### src/rtl/logic_unit_pkg.sv
// Shared operation encodings for the logic unit and the processor ALU.
package logic_unit_pkg;

  localparam int OP_W = 3;

  typedef enum logic [OP_W-1:0] {
    OP_AND  = 3'b000,
    OP_OR   = 3'b001,
    OP_XOR  = 3'b010,
    OP_NAND = 3'b011,
    OP_NOR  = 3'b100,
    OP_XNOR = 3'b101,
    OP_NOT  = 3'b110,
    OP_PASS = 3'b111
  } op_e;

  // Evaluated at full 64-bit width; callers truncate to their operand width.
  function automatic logic [63:0] apply_op(input op_e op, input logic [63:0] a,
                                           input logic [63:0] b);
    case (op)
      OP_AND:  return a & b;
      OP_OR:   return a | b;
      OP_XOR:  return a ^ b;
      OP_NAND: return ~(a & b);
      OP_NOR:  return ~(a | b);
      OP_XNOR: return ~(a ^ b);
      OP_NOT:  return ~a;
      OP_PASS: return a;
      default: return a;
    endcase
  endfunction

endpackage

### src/rtl/logic_unit_result_fifo.sv
// Result buffer: DEPTH-entry FIFO with a registered head output that holds
// its last value when empty, and full-with-pop pass-through on in_ready.
module result_fifo #(
  parameter int WIDTH = 8,
  parameter int DEPTH = 2
) (
  input  logic                     clk,
  input  logic                     rst,
  input  logic                     push,
  output logic                     in_ready,
  input  logic [WIDTH-1:0]         data_in,
  input  logic                     pop_req,
  output logic                     valid,
  output logic [WIDTH-1:0]         data_out,
  output logic [$clog2(DEPTH):0]   count
);

  localparam int PW = (DEPTH > 1) ? $clog2(DEPTH) : 1;
  localparam int CW = $clog2(DEPTH) + 1;

  logic [WIDTH-1:0] mem [DEPTH];
  logic [PW-1:0]    rd_ptr;
  logic [PW-1:0]    wr_ptr;
  logic [PW-1:0]    rd_next;
  logic [CW-1:0]    count_next;
  logic [WIDTH-1:0] head_next;
  logic             do_push;
  logic             do_pop;

  assign in_ready = !rst && ((count < CW'(DEPTH)) || pop_req);
  assign do_push  = push && in_ready;
  assign do_pop   = valid && pop_req;

  // Next pointer/count and the value the head register must show after this edge.
  always_comb begin
    rd_next    = do_pop ? rd_ptr + PW'(1) : rd_ptr;
    count_next = count;
    head_next  = data_out;
    case ({do_push, do_pop})
      2'b10:   count_next = count + CW'(1);
      2'b01:   count_next = count - CW'(1);
      default: count_next = count;
    endcase
    if (count_next != CW'(0)) begin
      if (!valid) begin
        head_next = data_in;
      end else if (do_pop) begin
        // The new head may be the entry being written on this same edge.
        head_next = (do_push && (rd_next == wr_ptr)) ? data_in : mem[rd_next];
      end else begin
        head_next = data_out;
      end
    end else begin
      head_next = data_out;
    end
  end

  // Pointer, occupancy and registered head state.
  always_ff @(posedge clk) begin
    if (rst) begin
      rd_ptr   <= '0;
      wr_ptr   <= '0;
      count    <= '0;
      valid    <= 1'b0;
      data_out <= '0;
    end else begin
      rd_ptr   <= rd_next;
      wr_ptr   <= do_push ? wr_ptr + PW'(1) : wr_ptr;
      count    <= count_next;
      valid    <= (count_next != CW'(0));
      data_out <= head_next;
    end
  end

  // Storage array; do_push is already blocked during reset.
  always_ff @(posedge clk) begin
    if (do_push) begin
      mem[wr_ptr] <= data_in;
    end
  end

endmodule

### src/rtl/logic_unit.sv
// Bitwise logic unit with a buffered, in-order result stream.
// Optional LOGIC_UNIT_FLAGS_EN adds per-result Out_Zero / Out_Parity outputs.
module logic_unit
  import logic_unit_pkg::*;
#(
  parameter int WIDTH = 8,
  parameter int DEPTH = 2
) (
  input  logic                   Clock,
  input  logic                   Reset,
  input  logic                   In_Valid,
  output logic                   In_Ready,
  input  logic [OP_W-1:0]        Op,
  input  logic [WIDTH-1:0]       A,
  input  logic [WIDTH-1:0]       B,
  output logic                   Out_Valid,
  input  logic                   Out_Ready,
  output logic [WIDTH-1:0]       Resultado,
`ifdef LOGIC_UNIT_FLAGS_EN
  output logic                   Out_Zero,
  output logic                   Out_Parity,
`endif
  output logic [$clog2(DEPTH):0] Count
);

  logic [WIDTH-1:0] result;

  assign result = WIDTH'(apply_op(op_e'(Op), 64'(A), 64'(B)));

`ifdef LOGIC_UNIT_FLAGS_EN
  localparam int ENTRY_W = WIDTH + 2;

  function automatic logic parity_of(input logic [WIDTH-1:0] v);
    return ^v;
  endfunction

  logic [ENTRY_W-1:0] entry_in;
  logic [ENTRY_W-1:0] entry_out;

  assign entry_in   = {(result == '0), parity_of(result), result};
  assign Out_Zero   = entry_out[WIDTH+1];
  assign Out_Parity = entry_out[WIDTH];
  assign Resultado  = entry_out[WIDTH-1:0];
`else
  localparam int ENTRY_W = WIDTH;

  logic [ENTRY_W-1:0] entry_in;
  logic [ENTRY_W-1:0] entry_out;

  assign entry_in  = result;
  assign Resultado = entry_out;
`endif

  result_fifo #(
    .WIDTH (ENTRY_W),
    .DEPTH (DEPTH)
  ) u_fifo (
    .clk      (Clock),
    .rst      (Reset),
    .push     (In_Valid),
    .in_ready (In_Ready),
    .data_in  (entry_in),
    .pop_req  (Out_Ready),
    .valid    (Out_Valid),
    .data_out (entry_out),
    .count    (Count)
  );

endmodule

### config.mk
export PLATFORM = sky130hd
export DESIGN_NAME = logic_unit
export DESIGN_NICKNAME = d
export VERILOG_FILES = /design/src/rtl/logic_unit_pkg.sv /design/src/rtl/logic_unit_result_fifo.sv /design/src/rtl/logic_unit.sv
export SDC_FILE = /design/constraint.sdc
export NUM_CORES = 1
export LEC_CHECK = 0
export CORE_MARGIN = 1.5
export CORE_UTILIZATION = 48
export DETAILED_ROUTE_END_ITERATION = 7
export DONT_BUFFER_PORTS = 1
export PLACE_DENSITY = 0.69
export SLEW_MARGIN = 20
export SYNTH_ARGS = -nofsm -noshare
export SYNTH_HDL_FRONTEND = slang
export SYNTH_SLANG_ARGS = --single-unit
### constraint.sdc
create_clock -name Clock -period 2.6 [get_ports Clock]
set_input_delay 0.26 -clock Clock [delete_from_list [all_inputs] [get_ports Clock]]
set_output_delay 0.26 -clock Clock [all_outputs]
set_load 0.1 [all_outputs]
**After elaboration in Yosys (flattened, before gate mapping)**

Memory sizes are Yosys's and may differ from the RTL's.
Index checks and enable logic that the tools add are counted.

- Flip-flop bits (word level): 13
- RAM bits: 16
- Bits of input ports: 23
- Output and inout bits: 12
- Word-level logic and storage cells: 46
- Memories kept: 1

- Add/sub/neg operators: 4
- Order comparisons: 1
- Equal/unequal tests: 11
- Multiplexer cells: 8
- Bitwise operators: 7
- Reductions and logical operators: 9

Memories:

| memory | words | width | rd ports | clocked after Yosys merged registers in | write ports | RTL line | source |
|---|---|---|---|---|---|---|---|
| u_fifo.mem | 2 | 8 | 1 | 0 | 1 | logic_unit_result_fifo.sv:21 | `logic [WIDTH-1:0] mem [DEPTH];` |

Operator list:

| cell | number |
|---|---|
| $pmux 8 s8 | 1 |
| $not 8->8 | 4 |
| $mux 8 | 3 |
| $eq 3x3->1 const B | 4 |
| $and 8x8->8 | 1 |
| $or 8x8->8 | 1 |
| $xor 8x8->8 | 1 |
| $eq 3x2->1 const B | 2 |
| $logic_and 1x1->1 | 4 |
| $pmux 2 s2 | 1 |
| $eq 3x1->1 const B | 1 |
| $logic_not 3->1 | 1 |
| $mux 1 | 3 |
| $add 1x1->1 const B | 2 |
| $add 2x1->2 const B | 1 |
| $eq 2x1->1 const B | 1 |
| $eq 2x2->1 const B | 1 |
| $lt 2x2->1 const B | 1 |
| $ne 2x2->1 const B | 1 |
| $reduce_and 2->1 | 1 |
| $reduce_bool 2->1 | 1 |
| $sub 2x1->2 const B | 1 |
| $eq 1x1->1 | 1 |
| $logic_not 1->1 | 1 |
| $logic_or 1x1->1 | 1 |

**Depth between registers and ports, before layout**

Gate-level depths: netlist of the first run.

- Depth in word-level cells: 8
- Gate-level depth with buffers: 10
- Depth with buffers taken out: 9

**Cells and area by module**

Synthesis of the first run repeated with hierarchy kept, for this count alone.

- Cells, all modules: 231
- Area total of the unflattened synthesis: 2222.1 um2

Modules (own cells, without submodules):

| module | instances | cells an instance | area an instance (um2) | seq. area each (um2) |
|---|---|---|---|---|
| result_fifo | 1 | 106 | 1288.7 | 740.7 |
| logic_unit | 1 | 125 | 933.4 | 0.0 |

**Worst setup path before layout of the first run**

OpenSTA, ideal clock, no wires.

- Kind: reg-to-reg
- From: register u_fifo.count[1]
- To: register u_fifo.data_out[3]
- Library setup time: 80 ps
- Data arrival time: 4078 ps
- Required time: 2520 ps
- Path slack: -1558 ps
- Cell stages (with the launch flop): 11
- Clock period less this slack: 4158 ps
- Cells stage by stage: dfxtp_1 > nor2b_2 > nor2_1 > nand2_1 > ha_1 > nand3b_1 > a21oi_1 > nor3_2 > buf_2 > nor2_1 > a211oi_2

- Cells in the longest elaborated chain, start to end: 8
- Elaborated cells between the ends (all ways): 15
- Those cells by class: add/sub (2); order compare (1); eq/ne (2); mux (4); reduce/logical (6)

RTL lines:

| element | RTL line | source |
|---|---|---|
| start: declaration | logic_unit_result_fifo.sv:15 | `output logic [$clog2(DEPTH):0] count` |
| start signal: assignment | logic_unit_result_fifo.sv:69 | `count <= count_next;` |
| $lt 2x2->1 * | logic_unit_result_fifo.sv:30 | `assign in_ready = !rst && ((count < CW'(DEPTH)) \|\| pop_req);` |
| $logic_or 1x1->1 * | logic_unit_result_fifo.sv:30 |  |
| $logic_and 1x1->1 * | logic_unit_result_fifo.sv:30 |  |
| named net In_Ready | logic_unit.sv:12 | `output logic In_Ready,` |
| $logic_and 1x1->1 * | logic_unit_result_fifo.sv:31 | `assign do_push = push && in_ready;` |
| $eq 2x1->1 (tied with other cells) | logic_unit_result_fifo.sv:39 | `case ({do_push, do_pop})` |
| $pmux 2 s2 / $mux 8 (equally long branches) | logic_unit_result_fifo.sv:39, logic_unit_result_fifo.sv:49 |  |
| $reduce_bool 2->1 / $mux 8 (equally long branches) | logic_unit_result_fifo.sv:44, logic_unit_result_fifo.sv:47 |  |
| $reduce_and 2->1 (no line) / $mux 8 (equally long branches) | n/a |  |
| end signal: assignment | logic_unit_result_fifo.sv:71 | `data_out <= head_next;` |
| end: declaration | logic_unit_result_fifo.sv:14 | `output logic [WIDTH-1:0] data_out,` |

Mark *: on every way through the listed nets, which the timed path passes. The rest lies on a longest branch. The select of a mux whose other input is x is not followed.
A chain may end at the register's enable or synchronous reset.

**Final worst setup path of the first run**

- From: register u_fifo.count[1]
- To: register u_fifo.data_out[3]

- Cells in the longest elaborated chain, start to end: 8
- Elaborated cells between the ends (all ways): 15
- Those cells by class: add/sub (2); order compare (1); eq/ne (2); mux (4); reduce/logical (6)

RTL lines:

| element | RTL line |
|---|---|
| $lt 2x2->1 | logic_unit_result_fifo.sv:30 |
| $logic_or 1x1->1 | logic_unit_result_fifo.sv:30 |
| $logic_and 1x1->1 | logic_unit_result_fifo.sv:30 |
| $logic_and 1x1->1 | logic_unit_result_fifo.sv:31 |
| $eq 2x1->1 (tied with other cells) | logic_unit_result_fifo.sv:39 |
| $pmux 2 s2 / $mux 8 (equally long branches) | logic_unit_result_fifo.sv:39, logic_unit_result_fifo.sv:49 |
| $reduce_bool 2->1 / $mux 8 (equally long branches) | logic_unit_result_fifo.sv:44, logic_unit_result_fifo.sv:47 |
| $reduce_and 2->1 (no line) / $mux 8 (equally long branches) | n/a |

Parallel ways exist; a longest one is shown, timed or not. The select of a mux whose other input is x is not followed.

==> results.md, run 1 <==
- Met1 GRT Util: 0.214
- Leakage: 0.000958 uW
- Peak VDD IR: 0.450 mV
- Avg Inst Size Synth: 9.74 um2
- Setup TNS Final: 0 ns
- Full die area: 0.00506 mm2
- Grt met3 use: 0.0541
- Clock Power Share: 0.141
- Grt met2 use: 0.277
- Critical path required time: 2.74 ns
- Critical Path AT: 2.31 ns
- Post-CTS Hold Buffers: 0
- Most frequent cells in the layout: inv_1 (23), nand2b_1 (16), nor2_1 (16), ha_1 (16), edfxtp_1 (16)
- Crit end category: register
- Chip Width: 71.2 um
- Flop pwr share: 0.273
- Routed wire per std cell: 14.4 um
- Final hold violations: 0
- Hpwl dp: 3120 um
- Sink Count: 29
- Post-CTS Setup Bufs: 0
- Switching part of the total: 0.507
- Grt ovf: 0
- Core footprint: 0.00441 mm2
- Diode count: 0
- TritonCTS buffer count: 5
- Commonest non-fill, non-tap cell in the layout: inv_1
- Antenna violations before repair: 0
- Post-Syn Area: 0.00223 mm2
- CTS Buffer Depth: 2
- Internal power: 1170 uW
- Worst-path clk slew: 0.06 ns
- Row cnt: 24
- Top FF cell, synth: edfxtp_1
- Hold Path Class: input pin to register
- Non-filler cells, final: 288
- Vias: 1682
- Root buf cell: clkbuf_8
- DRC: 0
- Post-CTS sizing: 0
- Top Usage Layer GRT: met2
- Worst setup SP type: register
- Global Route Usage Sum: 0.170
- Io pins: 35
- Die extent in y: 71.2 um
- RSZ-0062 raised after global routing: false
- First-pass GRT wire length: 6810 um
- Crit path max fanout: 16
- FFs w/ async S/R, synth: 0
- Pin count of the biggest net entering global routing: 39
- Period utilization: 0.833
- Cell Pwr Density: 976 mW/mm2
- Routed vias/inst: 5.84
- Status: completed
- EDFF count, synth: 16
- CTS tree: yes
- Syn_nets: 269
- Tmin final: 2.17 ns
- Share of layout cells above drive strength 1: 0.174
- Seq/Total Area, Yosys: 0.332
- Nets: 275
- Vias in the first global route: 1533
- Starting Density: 0.505
- Number of synthesized register bits: 29
- Final setup fails: 0
- Psw: 1210 uW
- Final Max Slew Viols: 0
- Synth Instances: 229
- Yosys warnings: 0
- Combinational Power Share: 0.587
- Port Buf Inserts: 0
- Max-cap viol count: 0
- Fmax: 462 MHz
- Worst-Margin Slew: 0.701 ns
- Placer's final routability congestion estimate: 0.818
- Post-Place Cells: 280
- Final WL: 4150 um
- Detail Route Antenna Nets: 0
- H-Tree Depth: 2
- Netlist cell types: 55
- Worst-Skew Late Latency: 0.28 ns
- Layout area overhead: 9.32%
- Final Hold Slack: 0.0417 ns
- Initial DRC count: 81
- 1st-pass router iterations: 4
- Max-slew headroom: 0.531
- Setup CP Type: register to register
- Skew final: 0.00505 ns
==> critical path, stage by stage (launching register included) <==
cell and delay [ns]:
dfxtp_4 0.34, nor2b_4 0.14, nor2_4 0.13, nand2_4 0.08
ha_4 0.30, nand3b_1 0.12, a21oi_2 0.07, nor3_4 0.50
o311a_1 0.28, a211oi_2 0.07
==> layer usage <==
metal	up-vias	routed length, um
li1	858	-
met1	770	1880
met2	47	1940
met3	7	275
met4	0	57
met5	-	0
==> Yosys cell counts, types with 3 or more instances <==
master | count | area (um2)
a211oi_1 | 11 | 82.6
a21oi_1 | 3 | 15.0
a311oi_1 | 5 | 43.8
a32oi_1 | 4 | 35.0
buf_2 | 6 | 30.0
buf_6 | 3 | 33.8
dfxtp_1 | 13 | 260
edfxtp_1 | 16 | 480
ha_1 | 17 | 213
inv_1 | 23 | 86.3
mux2i_1 | 4 | 40.0
nand2_1 | 9 | 33.8
nand2b_1 | 16 | 100
nand3_1 | 4 | 20.0
nor2_1 | 17 | 63.8
nor2b_1 | 8 | 50.1
nor3b_1 | 5 | 37.5
o21a_1 | 5 | 37.5
o311a_1 | 4 | 40.0
o32a_1 | 4 | 40.0
xnor2_1 | 4 | 35.0
==> registers in the layout, summed over array words and instances (netlist names) <==
| name | cells |
|---|---|
| u_fifo.data_out | 8 |
| u_fifo.wr_ptr | 1 |
| u_fifo.valid | 1 |
| u_fifo.rd_ptr | 1 |
| u_fifo.mem | 16 |
| u_fifo.count | 2 |
==> per-stage QoR <==
step | utilization | power (uW) | worst slack (ns) | area, um2
finish | 0.552 | 2380 | 0.434 | 2440
global placement | 0.534 | 2040 | 0.494 | 2360
floorplan | - | 1840 | 0.0365 | 2290
global route | 0.552 | 2500 | 0.329 | 2440
detailed placement | 0.534 | 2060 | 0.437 | 2360
CTS | 0.552 | 2390 | 0.417 | 2440
==> worst paths after layout <==
check             slack (ns)                         endpoint                            start  cells past startpoint
setup / recovery        0.43  u_fifo.data_out[3]$_SDFFE_PP0P_       u_fifo.count[1]$_SDFF_PP0_                      9
hold / removal          0.04       u_fifo.count[1]$_SDFF_PP0_                            Reset                      1
setup reg to reg        0.43  u_fifo.data_out[3]$_SDFFE_PP0P_       u_fifo.count[1]$_SDFF_PP0_                      9
hold reg to reg         0.49  u_fifo.data_out[4]$_SDFFE_PP0P_  u_fifo.data_out[4]$_SDFFE_PP0P_                      2
==> cell families after synthesis <==
kind of cell    synth area share
mux                       0.0382
flops                      0.332
xor+xnor                  0.0342
fa+ha+maj                 0.0954
simple gates               0.193
compound gates             0.228
buf+inv                   0.0791
==> power by group through the flow <==
stage	Sequential, uW	Combinational [uW]	Clock (uW)
floorplan	1260	578	0
global placement	657	1380	0
detailed placement	660	1400	0
CTS	650	1400	343
global route	659	1480	366
finish	648	1390	335
==> area by class of cell <==
type                    count  area (um2)
well taps                  52        65.1
multi-input cells         163        1360
repair buffers             13        97.6
flip-flops and latches     29         746
clock inverters             3        12.5
fillers                   376        1980
inverters                  23        86.3
clock buffers               5        68.8
(Power assumes the default switching activity.)
==> run 2, diff against run 1 <==
--- a/config.mk
+++ b/config.mk
@@ -5,6 +5,7 @@
 export SDC_FILE = /design/constraint.sdc
 export NUM_CORES = 1
 export LEC_CHECK = 0
+export ABC_AREA = 1
 export CORE_MARGIN = 1.5
 export CORE_UTILIZATION = 48
 export DETAILED_ROUTE_END_ITERATION = 7
==> constraint.sdc (replaced) <==
create_clock -name Clock -period 2 [get_ports Clock]
set_input_delay 0.2 -clock Clock [delete_from_list [all_inputs] [get_ports Clock]]
set_output_delay 0.2 -clock Clock [all_outputs]
set_load 0.1 [all_outputs]
==> run 2 against run 1 <==
Critical path depth rose by 1; fmax rose by 20%; sequential power rose by 25%; non-clock buffer count rose by 1; clock-buffer cell count did not move; wire length rose by 21%; register-to-register slack got worse by 0.23 ns.
==> results.md, run 2 <==
- Worst-Skew Late Latency: 0.28 ns
- Worst setup startpoint: u_fifo.count[1]$_SDFF_PP0_
- CP delay by family, top: simple AND/OR/NAND/NOR gates
- Setup CP Type: register to register
- Max-slew headroom: 0.721
- Hold Path Class: input pin to register
- Top FF cell, synth: edfxtp_1
- Depth of the worst hold-timing path: 3
- Critical path depth: 10
- Yosys warnings: 0
- Final hold violations: 0
- Antenna violations before repair: 0
- Root buf cell: clkbuf_8
- Metal2 WL: 2330 um
- Full die area: 0.00535 mm2
- Post-CTS sizing: 0
- Initial DRC count: 112
- Largest cells by area after synthesis: edfxtp_1 (20%), nand2_1 (14%), dfxtp_1 (11%)
- Top reg by flops: u_fifo.mem
- Final Max Slew Viols: 0
- Setup TNS Final: 0 ns
- Peak VDD IR: 0.661 mV
- DRC: 0
- Cell Pwr Density: 1160 mW/mm2
- Max reg flops: 16
- Global Route Usage Sum: 0.201
- Synth Instances: 338
- RSZ-0062 raised after global routing: false
- 1st-pass router iterations: 4
- Fmax: 556 MHz
- Post-Place Cells: 408
- Peak per-stage delay on the critical path: 0.34 ns
- Slowest CP cell: ha_1
- Core footprint: 0.00472 mm2
- Vias in the first global route: 1885
- Skew final: 0.00251 ns
- Die extent in y: 73.2 um
- Crit-path cells: nand2_2 > nand3_2 > ha_1 > xor2_1 > nand3_1 > o21ai_2 > inv_2 > nand3_1 > nand2_1 > inv_1
- Post-CTS Setup Bufs: 0
- CTS tree: yes
- Max-cap viol count: 0
- Detail Route Antenna Nets: 0
- Number of synthesized register bits: 29
- Synth top area share: 0.203
- Hpwl dp: 3640 um
- Vias: 2095
- TritonCTS buffer count: 5
- Status: completed
- Share of layout cells above drive strength 1: 0.149
- Crit-path most repeated cell: nand3_1
- Top routing layer in use: met4
- First-pass GRT wire length: 8440 um
- Fillers: 460
- Commonest non-fill, non-tap cell in the layout: nand2_1
- CTS Buffer Depth: 2
- R2R Path End: u_fifo.data_out[6]$_SDFFE_PP0P_
- Placer's final routability congestion estimate: 0.760
- Port Buf Inserts: 0
- Critical Path AT: 2.03 ns
- Area leader, netlist: edfxtp_1
- Worst-Margin Slew: 0.418 ns
- Most frequent cell after synthesis: nand2_1
- Crit path buffers/inverters: 2
- Routed wire per std cell: 12.1 um
- Netlist cell types: 23
- Grt ovf: 0
- Layout area overhead: 8.16%
- Critical path required time: 2.23 ns
- H-Tree Depth: 2
- Diode count: 0
- EDFF count, synth: 16
- Commonest cells post-synth: nand2_1 (87), inv_1 (66), nand3_1 (34)
- Chip Width: 73.2 um
- R2R cell count: 10
- Pin count of the biggest net entering global routing: 29
- Non-filler cells, final: 417
- Routed met3 length: 303 um
- RR Startpoint: u_fifo.count[1]$_SDFF_PP0_
- Syn_nets: 378
- Final setup fails: 0
- Avg Inst Size Synth: 6.99 um2
- Post-CTS Hold Buffers: 1
- CP endpoint: u_fifo.data_out[6]$_SDFFE_PP0P_
- Leakage: 0.00135 uW
- Core Util, Final: 0.541
- Worst-path clk slew: 0.06 ns
- Crit path max fanout: 9
- Row cnt: 25
- Worst setup SP type: register
- Most frequent cells in the layout: nand2_1 (87), inv_1 (66), nand3_1 (34)
- Seq/Total Area, Yosys: 0.314
- Routed vias/inst: 5.02
- Io pins: 35
- Final WL: 5040 um
- Tmin final: 1.80 ns
- Nets: 389
- Post-Syn Area: 0.00236 mm2
- FFs w/ async S/R, synth: 0
- M1 WL: 2350 um
- Sink Count: 29
- Reg2reg setup slack: 0.20 ns
- Crit end category: register
- Starting Density: 0.500
- Top Registers: u_fifo.mem: 16 flops, u_fifo.data_out: 8 flops, u_fifo.count: 2 flops
- Period utilization: 0.900
## run 2: cell types whose count changed in the layout (fill, tap and decap cells not counted), moves of 10 or more
cell,before,now
a211oi_1,11,0
nand3_2,0,11
nand2_1,8,87
nor2_1,16,26
nand2b_1,16,0
nand3_1,4,34
inv_1,23,66
nand4_1,0,26
## run 2: logic make-up (layout without fill, tap and decap cells)
family                   count (synthesis)  count (layout)  synth area share
AND/OR/NAND/NOR                        196             196             0.412
adder cells (fa/ha/maj)                 17              17            0.0900
flip-flops                              29              29             0.314
buffers and inverters                   82              94             0.151
XOR/XNOR                                 1               1           0.00371
AO/OA/AOI/OAI                           13              13            0.0297
## run 2: worst min-delay path by stage
stage / from / to / slack (ns)
global placement: Reset / u_fifo.valid$_SDFF_PP0_ / 0.27
global route: Reset / u_fifo.data_out[7]$_SDFFE_PP0P_ / 0.06
detailed placement: Reset / u_fifo.valid$_SDFF_PP0_ / 0.27
floorplan: Reset / u_fifo.data_out[0]$_SDFFE_PP0P_ / 0.34
finish: Reset / u_fifo.data_out[7]$_SDFFE_PP0P_ / 0.07
CTS: Reset / u_fifo.data_out[7]$_SDFFE_PP0P_ / 0.06
## run 2: worst min-delay path: stages
cell and delay, ns:
a21oi_1 0.02, nand2_1 0.05, inv_1 0.03
## run 2: final cells by class
class / instances / area (um2) / share of cell area
inverters: 72 / 272 / 0.106
flip-flops and latches: 29 / 743 / 0.291
repair buffers: 14 / 108 / 0.0421
clock buffers: 5 / 68.8 / 0.0269
clock inverters: 3 / 12.5 / 0.00490
multi-input cells: 227 / 1270 / 0.496
well taps: 67 / 83.8 / 0.0328
## run 2: power breakdown
part	internal (uW)	leakage, uW	switching, uW
Combinational	384	0.00105	1320
Sequential	769	0.000256	41.9
Clock	233	0.0000430	216
## run 2: layer usage
| metal | global-route usage | vias up |
|---|---|---|
| met5 | 0 | - |
| met4 | 0.0566 | 0 |
| met3 | 0.0442 | 7 |
| met2 | 0.310 | 58 |
| met1 | 0.283 | 925 |
| li1 | - | 1105 |
## run 2: metrics by stage
stage | instance area (um2) | hold slack (ns) | total power [uW] | worst slack (ns)
2_1_floorplan | 2370 | 0.345 | 2260 | 0.0211
3_3_place_gp | 2460 | 0.271 | 2520 | 0.303
3_5_place_dp | 2460 | 0.269 | 2530 | 0.232
4_1_cts | 2550 | 0.0571 | 2980 | 0.217
5_1_grt | 2550 | 0.0603 | 3150 | 0.0333
6_report | 2550 | 0.0651 | 2970 | 0.200
==> run 3, diff against run 2 <==
--- a/config.mk
+++ b/config.mk
@@ -10,6 +10,7 @@
 export CORE_UTILIZATION = 48
 export DETAILED_ROUTE_END_ITERATION = 7
 export DONT_BUFFER_PORTS = 1
+export GPL_TIMING_DRIVEN = 0
 export PLACE_DENSITY = 0.69
 export SLEW_MARGIN = 20
 export SYNTH_ARGS = -nofsm -noshare
==> constraint.sdc (replaced) <==
create_clock -name Clock -period 2 [get_ports Clock]
set_input_delay 0.2 -clock Clock [delete_from_list [all_inputs] [get_ports Clock]]
set_output_delay 0.2 -clock Clock [all_outputs]
set_load 0.05 [all_outputs]
==> run 3 against run 2 <==
Utilization is essentially flat; die area is the same; non-clock buffer count decreased by 4; clock-buffer cell count is 3 higher; global-route usage is essentially flat; first-iteration DRC count grew 18%; power decreased by 14%; register-to-register slack lost 0.12 ns; final cell count down 0.96%; setup slack got worse by 0.12 ns; critical path depth rose by 1; via count is 0.29% lower; critical path type unchanged.
==> results.md, run 3 (synthesis gave the netlist of run 2 again) <==
- Io pins: 35
- Max reg flops: 16
- Skew final: 0.00701 ns
- Antenna violations before repair: 0
- Cell Pwr Density: 1000 mW/mm2
- Post-CTS Setup Bufs: 0
- Global Route Usage Sum: 0.201
- CTS Buffer Depth: 2
- Slowest CP cell: dfxtp_4
- Root buf cell: clkbuf_8
- Die extent in y: 73.2 um
- Max-slew headroom: 0.320
- DRC: 0
- Row cnt: 25
- Worst-Skew Late Latency: 0.28 ns
- Tot Pwr: 2560 uW
- Critical path required time: 2.17 ns
- Sink Count: 29
- Port Buf Inserts: 0
- Vias: 2089
- Setup CP Type: register to register
- Chip Width: 73.2 um
- Top Registers: u_fifo.mem: 16 flops, u_fifo.data_out: 8 flops, u_fifo.count: 2 flops
- Initial DRC count: 132
- Final instance area: 0.00256 mm2
- Routed wire per std cell: 12.8 um
- Top reg by flops: u_fifo.mem
- H-Tree Depth: 2
- Critical Path AT: 2.09 ns
- Tmin final: 1.92 ns
- Layout area overhead: 8.21%
- Most frequent cells in the layout: nand2_1 (87), inv_1 (66), nand3_1 (33)
- Commonest non-fill, non-tap cell in the layout: nand2_1
- TritonCTS buffer count: 5
- Final setup fails: 0
- 1st-pass router iterations: 4
- Grt ovf: 0
- Full die area: 0.00535 mm2
- Starting Density: 0.500
- Diode count: 0
- Hold Path Class: input pin to register
- Max-cap viol count: 0
- Placer's final routability congestion estimate: 0.836
- Crit end category: register
- Post-CTS Hold Buffers: 0
- Hpwl dp: 3720 um
- Period utilization: 0.959
- Final hold violations: 0
- Core footprint: 0.00472 mm2
- CTS tree: yes
- Share of layout cells above drive strength 1: 0.139
- Placed instance area: 0.00245 mm2
- Final WL: 5300 um
- Crit path max fanout: 9
- Setup TNS Final: 0 ns
- Nets: 385
- Worst-Margin Slew: 1.02 ns
- Worst setup SP type: register
- Pin count of the biggest net entering global routing: 11
- Core Util, Final: 0.541
- Routed vias/inst: 5.06
- Peak VDD IR: 0.514 mV
- Detail Route Antenna Nets: 0
- Leakage: 0.00134 uW
- Status: completed
- Peak per-stage delay on the critical path: 0.41 ns
- Fmax: 521 MHz
- Vias in the first global route: 1793
- Final Max Slew Viols: 0
- Crit-path cells: nand2_2 > nand3_2 > ha_1 > inv_1 > nand4_1 > nand3_2 > o21ai_4 > inv_4 > nand3_1 > nand2_1 > inv_1
- First-pass GRT wire length: 8230 um
- Worst-path clk slew: 0.06 ns
-- run 3: cell types whose count changed in the layout (fill, tap and decap cells not counted), moves of 2 or more --
cell      previous run  this run
buf_2                0         3
clkbuf_1             0         3
buf_4               13         0
buf_6                0         6
clkinv_1             2         0
-- run 3: what timing repair did --
action / 4_1_cts / 5_1_grt
endpoints found under the setup margin: 8 / 8
resized for setup: 3 / 3
pin swaps: 0 / 1
-- run 3: power breakdown --
group	internal (uW)	leakage [uW]	total (uW)	switching, uW
Sequential	772	0.000257	1210	442
Combinational	294	0.00104	855	561
Clock	280	0.0000455	492	212
Total	1350	0.00134	2560	1210
-- run 3: layer usage --
metal  up-vias  global-route usage  share of wire
li1       1093                   -              -
met1       946               0.278           0.46
met2        50               0.322           0.49
met3         0              0.0401          0.053
met4         0              0.0503              0
met5         -                   0              0
-- run 3: worst paths after layout --
path                                                 start                              end  slack [ns]  cells after the start
worst max-delay path            u_fifo.count[1]$_SDFF_PP0_  u_fifo.data_out[7]$_SDFFE_PP0P_        0.08                     11
worst min-delay path                                 Reset  u_fifo.data_out[0]$_SDFFE_PP0P_        0.07                      3
worst max register to register  u_fifo.count[1]$_SDFF_PP0_  u_fifo.data_out[7]$_SDFFE_PP0P_        0.08                     11
worst min register to register  u_fifo.wr_ptr$_SDFFE_PP0N_       u_fifo.wr_ptr$_SDFFE_PP0N_        0.47                      2
-- run 3: worst max-delay path, delay by kind of cell (launching register included) --
family	cells	cell delay (ns)
buffers and inverters	3	0.22
AO/OA/AOI/OAI	1	0.11
adder cells (fa/ha/maj)	1	0.34
flip-flops	1	0.41
AND/OR/NAND/NOR	6	0.71
-- run 3: area by class of cell --
| class | count | area, um2 |
|---|---|---|
| fillers | 465 | 2170 |
| multi-input cells | 227 | 1280 |
| flip-flops and latches | 29 | 746 |
| inverters | 72 | 274 |
| clock buffers | 8 | 90.1 |
| plain buffers | 10 | 86.3 |
| well taps | 67 | 83.8 |
-- run 3: stage by stage --
stage	cells	hold slack, ns	setup slack, ns
global placement	405	0.352	-0.208
finish	413	0.0712	0.0824
CTS	413	0.0574	0.0253
global route	413	0.0615	-0.000884
floorplan	338	0.345	0.0367
detailed placement	405	0.352	-0.237
